[src/rtl/uart_mmio_master.sv]
// -----------------------------------------------------------------------------
// uart_mmio_master
//
// Hardware bus initiator for the UART memory-mapped port. A start request
// copies a block of words from a source region (typically the RX buffer) to a
// destination region (typically the TX buffer), one word at a time, XORing a
// key into the low byte of each word in flight. This gives the UART an
// echo/loopback and self-test path that needs no firmware.
//
// Parameters:
//   RD_LAT  cycles between driving a read address and r_data being valid
//           (0 = combinational read)
//   CNT_W   width of the word-count input
//
// Ports:
//   clk_i        system clock, rising edge
//   rst_i        synchronous, active-high reset
//   start_i      one-cycle transfer request, sampled only in IDLE
//   src_base_i   byte address of the first source word
//   dst_base_i   byte address of the first destination word
//   count_i      number of words to copy (0 = empty transfer)
//   xor_key_i    XORed into bits [7:0] of every written word
//   address_o    bus address to the UART
//   w_data_o     bus write data (holds its last value outside a write)
//   we_o         bus write enable, one cycle per word
//   r_data_i     bus read data from the UART
//   busy_o       high while a transfer is in progress
//   done_o       one-cycle pulse when a transfer completes
// -----------------------------------------------------------------------------
module uart_mmio_master #(
    parameter int RD_LAT = 0,
    parameter int CNT_W  = 4
) (
    input  logic             clk_i,
    input  logic             rst_i,
    input  logic             start_i,
    input  logic [15:0]      src_base_i,
    input  logic [15:0]      dst_base_i,
    input  logic [CNT_W-1:0] count_i,
    input  logic [7:0]       xor_key_i,
    output logic [15:0]      address_o,
    output logic [31:0]      w_data_o,
    output logic             we_o,
    input  logic [31:0]      r_data_i,
    output logic             busy_o,
    output logic             done_o
);

    // The wait counter runs 0..RD_LAT inside RD; keep it at least one bit wide
    // so the RD_LAT=0 build still has a legal vector.
    localparam int WAIT_W = (RD_LAT > 0) ? $clog2(RD_LAT + 1) : 1;
    localparam logic [WAIT_W-1:0] WAIT_LAST = WAIT_W'(RD_LAT);
    localparam logic [WAIT_W-1:0] WAIT_ONE  = WAIT_W'(1);
    localparam logic [CNT_W-1:0]  IDX_ONE   = CNT_W'(1);

    typedef enum logic [1:0] {
        S_IDLE = 2'd0,
        S_RD   = 2'd1,
        S_WR   = 2'd2,
        S_FIN  = 2'd3
    } state_e;

    state_e            state_q, state_d;
    logic [CNT_W-1:0]  idx_q,   idx_d;
    logic [WAIT_W-1:0] wait_q,  wait_d;
    logic [15:0]       src_q,   src_d;
    logic [15:0]       dst_q,   dst_d;
    logic [CNT_W-1:0]  cnt_q,   cnt_d;
    logic [7:0]        key_q,   key_d;
    logic [31:0]       held_q,  held_d;   // word captured on the last RD cycle
    logic [31:0]       wlast_q, wlast_d;  // last word written, driven outside WR

    logic [15:0] word_offset;
    logic [31:0] wr_word;

    // Byte offset of the current word; 16-bit arithmetic gives the required
    // modulo wrap past 16'hFFFF and leaves the base's low two bits untouched.
    assign word_offset = 16'(idx_q) << 2;
    assign wr_word     = {held_q[31:8], held_q[7:0] ^ key_q};

    // -------------------------------------------------------------------------
    // Next-state and output logic
    // -------------------------------------------------------------------------
    always_comb begin
        // NOTE: every signal driven here gets a default first, so no path
        // through the case statement can leave one unassigned and infer a latch.
        state_d   = state_q;
        idx_d     = idx_q;
        wait_d    = wait_q;
        src_d     = src_q;
        dst_d     = dst_q;
        cnt_d     = cnt_q;
        key_d     = key_q;
        held_d    = held_q;
        wlast_d   = wlast_q;
        address_o = 16'h0000;
        w_data_o  = wlast_q;
        we_o      = 1'b0;
        busy_o    = 1'b0;
        done_o    = 1'b0;

        unique case (state_q)
            S_IDLE: begin
                if (start_i) begin
                    // Snapshot the request so later input changes cannot
                    // disturb the running transfer.
                    src_d  = src_base_i;
                    dst_d  = dst_base_i;
                    cnt_d  = count_i;
                    key_d  = xor_key_i;
                    idx_d  = '0;
                    wait_d = '0;
                    state_d = (count_i != '0) ? S_RD : S_FIN;
                end
            end

            S_RD: begin
                busy_o    = 1'b1;
                address_o = src_q + word_offset;
                if (wait_q == WAIT_LAST) begin
                    held_d  = r_data_i;
                    wait_d  = '0;
                    state_d = S_WR;
                end else begin
                    wait_d = wait_q + WAIT_ONE;
                end
            end

            S_WR: begin
                busy_o    = 1'b1;
                we_o      = 1'b1;
                address_o = dst_q + word_offset;
                w_data_o  = wr_word;
                wlast_d   = wr_word;
                if (idx_q + IDX_ONE == cnt_q) begin
                    state_d = S_FIN;
                end else begin
                    idx_d   = idx_q + IDX_ONE;
                    state_d = S_RD;
                end
            end

            S_FIN: begin
                done_o  = 1'b1;
                state_d = S_IDLE;
            end

            default: state_d = S_IDLE;
        endcase
    end

    // -------------------------------------------------------------------------
    // State registers
    // -------------------------------------------------------------------------
    always_ff @(posedge clk_i) begin
        // NOTE: non-blocking assignments here so every register samples the
        // pre-edge value of every other register, regardless of statement order.
        if (rst_i) begin
            state_q <= S_IDLE;
            idx_q   <= '0;
            wait_q  <= '0;
            src_q   <= '0;
            dst_q   <= '0;
            cnt_q   <= '0;
            key_q   <= '0;
            held_q  <= '0;
            wlast_q <= '0;
        end else begin
            state_q <= state_d;
            idx_q   <= idx_d;
            wait_q  <= wait_d;
            src_q   <= src_d;
            dst_q   <= dst_d;
            cnt_q   <= cnt_d;
            key_q   <= key_d;
            held_q  <= held_d;
            wlast_q <= wlast_d;
        end
    end

endmodule

[config.mk]
export PLATFORM = sky130hd
export DESIGN_NAME = uart_mmio_master
export DESIGN_NICKNAME = d
export VERILOG_FILES = /design/src/rtl/uart_mmio_master.sv
export SDC_FILE = /design/constraint.sdc
export NUM_CORES = 1
export LEC_CHECK = 0
export CAP_MARGIN = 40
export CORE_UTILIZATION = 35
export DETAILED_ROUTE_END_ITERATION = 8
export GPL_ROUTABILITY_DRIVEN = 1
export GPL_TIMING_DRIVEN = 0
export HOLD_SLACK_MARGIN = 0.03
export SLEW_MARGIN = 5
export SYNTH_ARGS = -nofsm -noshare
export SYNTH_HDL_FRONTEND = slang
export SYNTH_SLANG_ARGS = --single-unit
[constraint.sdc]
create_clock -name clk_i -period 5.54 [get_ports clk_i]
set_clock_uncertainty 0.2 [all_clocks]
set_input_delay 1.108 -clock clk_i [delete_from_list [all_inputs] [get_ports clk_i]]
set_output_delay 1.108 -clock clk_i [all_outputs]
set_load 0.02 [all_outputs]
### Word-level counts from Yosys, hierarchy flattened

Cells that the tools add are included.

* register bits: 115
* output and inout bits: 51
* input port bits: 79

* mux-type cells: 16
* bitwise logic cells: 2
* reductions and logical operators: 10
* equality and inequality tests: 7
* add/subtract/negate cells: 4

Operator list (count)
* adder 16 x 6 -> 16 bit: 2
* 2-to-1 mux 32 bit: 1
* case mux 16 bit (2 select lines): 1
* 2-to-1 mux 2 bit: 4
* 2-to-1 mux 4 bit: 2
* case mux 2 bit (4 select lines): 1
* case mux 4 bit (2 select lines): 1
* AND reduction 2 bit: 4
* XOR 8 bit: 1
* != test 2 bit, second input constant: 3
* 2-to-1 mux 1 bit: 5
* adder 4 x 1 -> 4 bit, second input constant: 1
* == test 2 bit, second input constant: 2
* == test 4 bit: 1
* nonzero test 2 bit: 2
* nonzero test 4 bit: 1
* AND reduction 3 bit: 1
* == test 2 x 1 -> 1 bit, second input constant: 1
* logical NOT 2 bit: 1
* case mux 1 bit (2 select lines): 1
* OR reduction 2 bit: 1
* adder 1 bit, second input constant: 1
* NOT 1 bit: 1

### Logic depth before layout (Yosys ltp)

* word-level depth: 4
* mapped depth: 14
* gate-level depth less buffers: 10

### Least setup slack after synthesis

No wires, ideal clock.

* kind: reg-to-output
* start point: register state_q[0]
* end point: output address_o[10]
* buffers on the path: 4
* arrival: 3.147 ns
* cell stages (with the launch flop): 14
* slack: 1.085 ns
* path through: dfxtp_1 inv_1 ha_1 buf_6 buf_2 clkbuf_8 buf_6 mux2_2 ha_1 fa_1 nand3_1 a21boi_1 and3_1 nor3_1

* cells in the longest elaborated chain, start to end: 2
* elaborated cells between the ends (all ways): 3
* those cells by class: eq/ne (2); mux (1)

RTL lines
* from (decl): line 63 `state_e state_q, state_d;`
* from (signal assigned): line 169 `state_q <= state_d;`
* == test 2 bit or == test 2 x 1 -> 1 bit (tied branches): line 102 `unique case (state_q)`
* case mux 16 bit (2 select lines) (*): line 102
* to (decl): line 41 `output logic [15:0] address_o,`

Mark *: on every way between the ends. The rest lies on a longest branch, timed or not.

### Worst setup path after layout

* start point: register state_q[0]
* end point: output address_o[12]

Same word-level chain as after synthesis.

==> flow_summary.yaml <==
synth:
  yosys_warnings: 0
  ys_async_sr_fraction_pct: 0
  synth_flop_cell: "dfxtp_1"
  syn-instance-count: 557
  yosysSeqAreaShare_pct: 45.2
  yosysTopAreaCellShare_pct: 45.2
  ys_top_cells_by_area: "dfxtp_1 45%, mux2i_1 7.9%, nand2_1 7.2%"
  synth_edf_count: 0
  ys_ff_latch: 114
  synth_area_um2: 5040
  synth_cell_types: 41
  synth_top_area_cell: "dfxtp_1"
  syn_nets: 647
  syn_area_per_cell_um2: 9.05
setup_path:
  endpoint_kind: "primary output"
  path_class: "reg -> out"
  slowest_stage: "clkdlybuf4s50_1"
  startpoint_type: "flop"
  worstPathCellList: "inv_1 > ha_1 > buf_6 > clkbuf_8 > buf_6 > mux2_2 > ha_1 > fa_1 > nand3_1 > a21boi_2 > nand4_1 > xnor2_1 > nor2_1 > clkdlybuf4s50_1"
  cp.arrival_ns: 3.82
  cp_max_fo: 18
  required_ns: 4.23
  slowest_delay_ns: 0.62
global_route:
  track_usage_pct: 18.6
  grt_pass1_wl_um: 21100
  grt_remaining_overflow: 0
  grt_max_degree: 17
  grt_pass1_vias: 4353
  antenna_found_initial: 0
floorplanning:
  fp.dieArea_um2: 14900
  initial_core_util_pct: 36.1
  die_w_um: 122
  rows: 43
  core_region_area_um2: 14000
  pin_count: 130
  fp.dieH_um: 122
detailed_routing:
  vias_per_cell: 4.75
  first_pass_iters: 4
  vias: 4243
  drt_iter0_drc: 197
  drt_wl_total_um: 13300
  postRouteAntennaNets: 0
  drc_errors: 0
  wl_per_cell_um: 14.9
timing:
  fin_tns_setup_ns: 0
  rsz0062_at_grt: "false"
  fin_crit_ns: 5.13
  final_max_slew_viol_count: 0
  holdWs_ns: 0.256
  period_share_pct: 92.6
  max-slew-margin-rel_pct: 57.5
  setup_violations: 0
  worstMarginPinSlew_ns: 0.631
  hold_viol: 0
  fmax_ghz: 0.195
final_layout:
  n_antenna_cell: 0
  drive_above_1_share_pct: 10.8
  final.fill_count: 1314
  final_util_pct: 51.0
  syn_to_final_growth_pct: 41.6
  layout.nets: 793
clock_network:
  clk_pin_slew_ns: 0.05
  postCtsSetupBuffers: 0
  root_buffer: "clkbuf_16"
  clock_path_buffers: 2
  worstSkewPairLatency_ns: 0.41
  cts_max_level: 4
  hold_buffers: 0
  cts.sinks: 114
  numCtsBuffers: 17
  cts_tree: "yes"
power_and_ir_drop:
  powerDensity_nw_per_um2: 445
  ir_drop_mv: 0.218
  p_total_mw: 3.18
  p_leak_nw: 2.72
placed_design:
  port_buffers: 128
  place.gp.congestion: 0.810
  dpl.hpwl_um: 10000
flow_run:
  maxCapViolCount: 0
hold_path:
  min_path_type: "reg -> reg"
status:
  status: "completed"
==> synth_stat cells (2+ instances only) <==
master and number:
clkbuf_8 3, buf_2 7, xnor2_1 20, a21oi_1 60, nand3b_1 2, and2_1 33, nand2_1 97, clkbuf_1 21
nor3_1 4, a211oi_1 3, ha_1 10, mux2i_1 40, inv_1 9, o21ai_0 3, nand2b_1 2, nand3_1 9
nand4_1 4, o32ai_1 3, buf_6 3, nor2b_1 2, dfxtp_1 114, and3_1 3, mux2_2 32, a22oi_1 2
nor2_1 55
==> routing by layer <==
layer	track usage, %	up-vias	part of all wire, %
met5	0	-	0
met4	8.02	0	2.0
met3	5.48	20	5.9
met2	31.0	113	48
met1	22.1	1953	44
li1	-	2157	-
==> critical path: cells and delay by family (launching register included) <==
kind / cells / cell delay, ns
AO/OA/AOI/OAI: 1 / 0.11
XOR/XNOR: 1 / 0.08
adder cells (fa/ha/maj): 3 / 0.83
buffers and inverters: 5 / 1.30
flip-flops: 1 / 0.35
multiplexers: 1 / 0.34
AND/OR/NAND/NOR: 3 / 0.40
==> cell type report <==
| class | instances | area, µm² | area share (%) |
|---|---|---|---|
| Buffer | 33 | 184 | 2.58 |
| Timing Repair Buffer | 128 | 1280 | 17.9 |
| Sequential cell | 114 | 2280 | 32.0 |
| Clock buffer | 24 | 472 | 6.61 |
| Tap cell | 180 | 225 | 3.15 |
| Inverter | 9 | 33.8 | 0.473 |
| Multi-Input combinational cell | 400 | 2560 | 35.8 |
| Clock inverter | 6 | 105 | 1.47 |
==> stage by stage <==
step	std cells	instance area [µm²]	setup slack, ns
CTS	895	7130	0.0746
global route	894	7140	0.199
detailed placement	865	6550	0.429
floorplan	557	5040	1.09
finish	894	7140	0.407
global placement	865	6550	0.499
==> report_power, final <==
group / internal [mW] / switching (mW) / leakage, nW / total [mW]
logic: 0.487 / 0.590 / 1.51 / 1.08
registers: 0.958 / 0.0792 / 0.930 / 1.04
clock network: 0.722 / 0.344 / 0.284 / 1.07
total: 2.17 / 1.01 / 2.72 / 3.18
==> flip-flops by register name, indices dropped and copies added, names as in the netlist <==
signal and cells:
held_q 32, dst_q 16, state_q 2, key_q 8
src_q 16, idx_q 4, cnt_q 4, wlast_q 32
==> cells in the final DEF (no fill, tap or decap), types with 3 or more instances in the layout <==
| cell type | Yosys | layout |
|---|---|---|
| a211oi_1 | 3 | 3 |
| a21oi_1 | 60 | 59 |
| and2_1 | 33 | 33 |
| and3_1 | 3 | 3 |
| buf_2 | 7 | 6 |
| buf_6 | 3 | 3 |
| bufinv_16 | 0 | 3 |
| clkbuf_1 | 21 | 26 |
| clkbuf_16 | 0 | 17 |
| clkbuf_8 | 3 | 5 |
| clkdlybuf4s50_1 | 0 | 127 |
| clkinv_2 | 0 | 3 |
| dfxtp_1 | 114 | 114 |
| ha_1 | 10 | 10 |
| inv_1 | 9 | 9 |
| mux2_2 | 32 | 32 |
| mux2i_1 | 40 | 40 |
| nand2_1 | 97 | 97 |
| nand3_1 | 9 | 9 |
| nand4_1 | 4 | 4 |
| nor2_1 | 55 | 55 |
| nor3_1 | 4 | 4 |
| o21ai_0 | 3 | 3 |
| o32ai_1 | 3 | 3 |
| xnor2_1 | 20 | 20 |
==> cells by family (layout without fill, tap and decap cells) <==
logic type,after synthesis,in the layout,share of synthesized area (%)
AO/OA/AOI/OAI,78,78,8.68
buffers and inverters,43,200,4.42
multiplexers,72,72,15.1
adder cells (fa/ha/maj),11,11,2.88
flip-flops,114,114,45.2
XOR/XNOR,22,22,4.14
AND/OR/NAND/NOR,217,217,19.5
==> worst paths after layout <==
| path | startpoint | endpoint | depth (start not counted) | slack, ns |
|---|---|---|---|---|
| max | state_q[0] | address_o[12] | 14 | 0.41 |
| min | dst_q[5] | dst_q[5] | 2 | 0.26 |
| max reg2reg | state_q[0] | src_q[1] | 7 | 3.19 |
| min reg2reg | dst_q[5] | dst_q[5] | 2 | 0.26 |
==> repair_timing <==
item,CTS,global route
setup endpoints to repair,2,5
gates resized for setup,2,3
pin swaps,0,0
(Power assumes the default switching activity.)
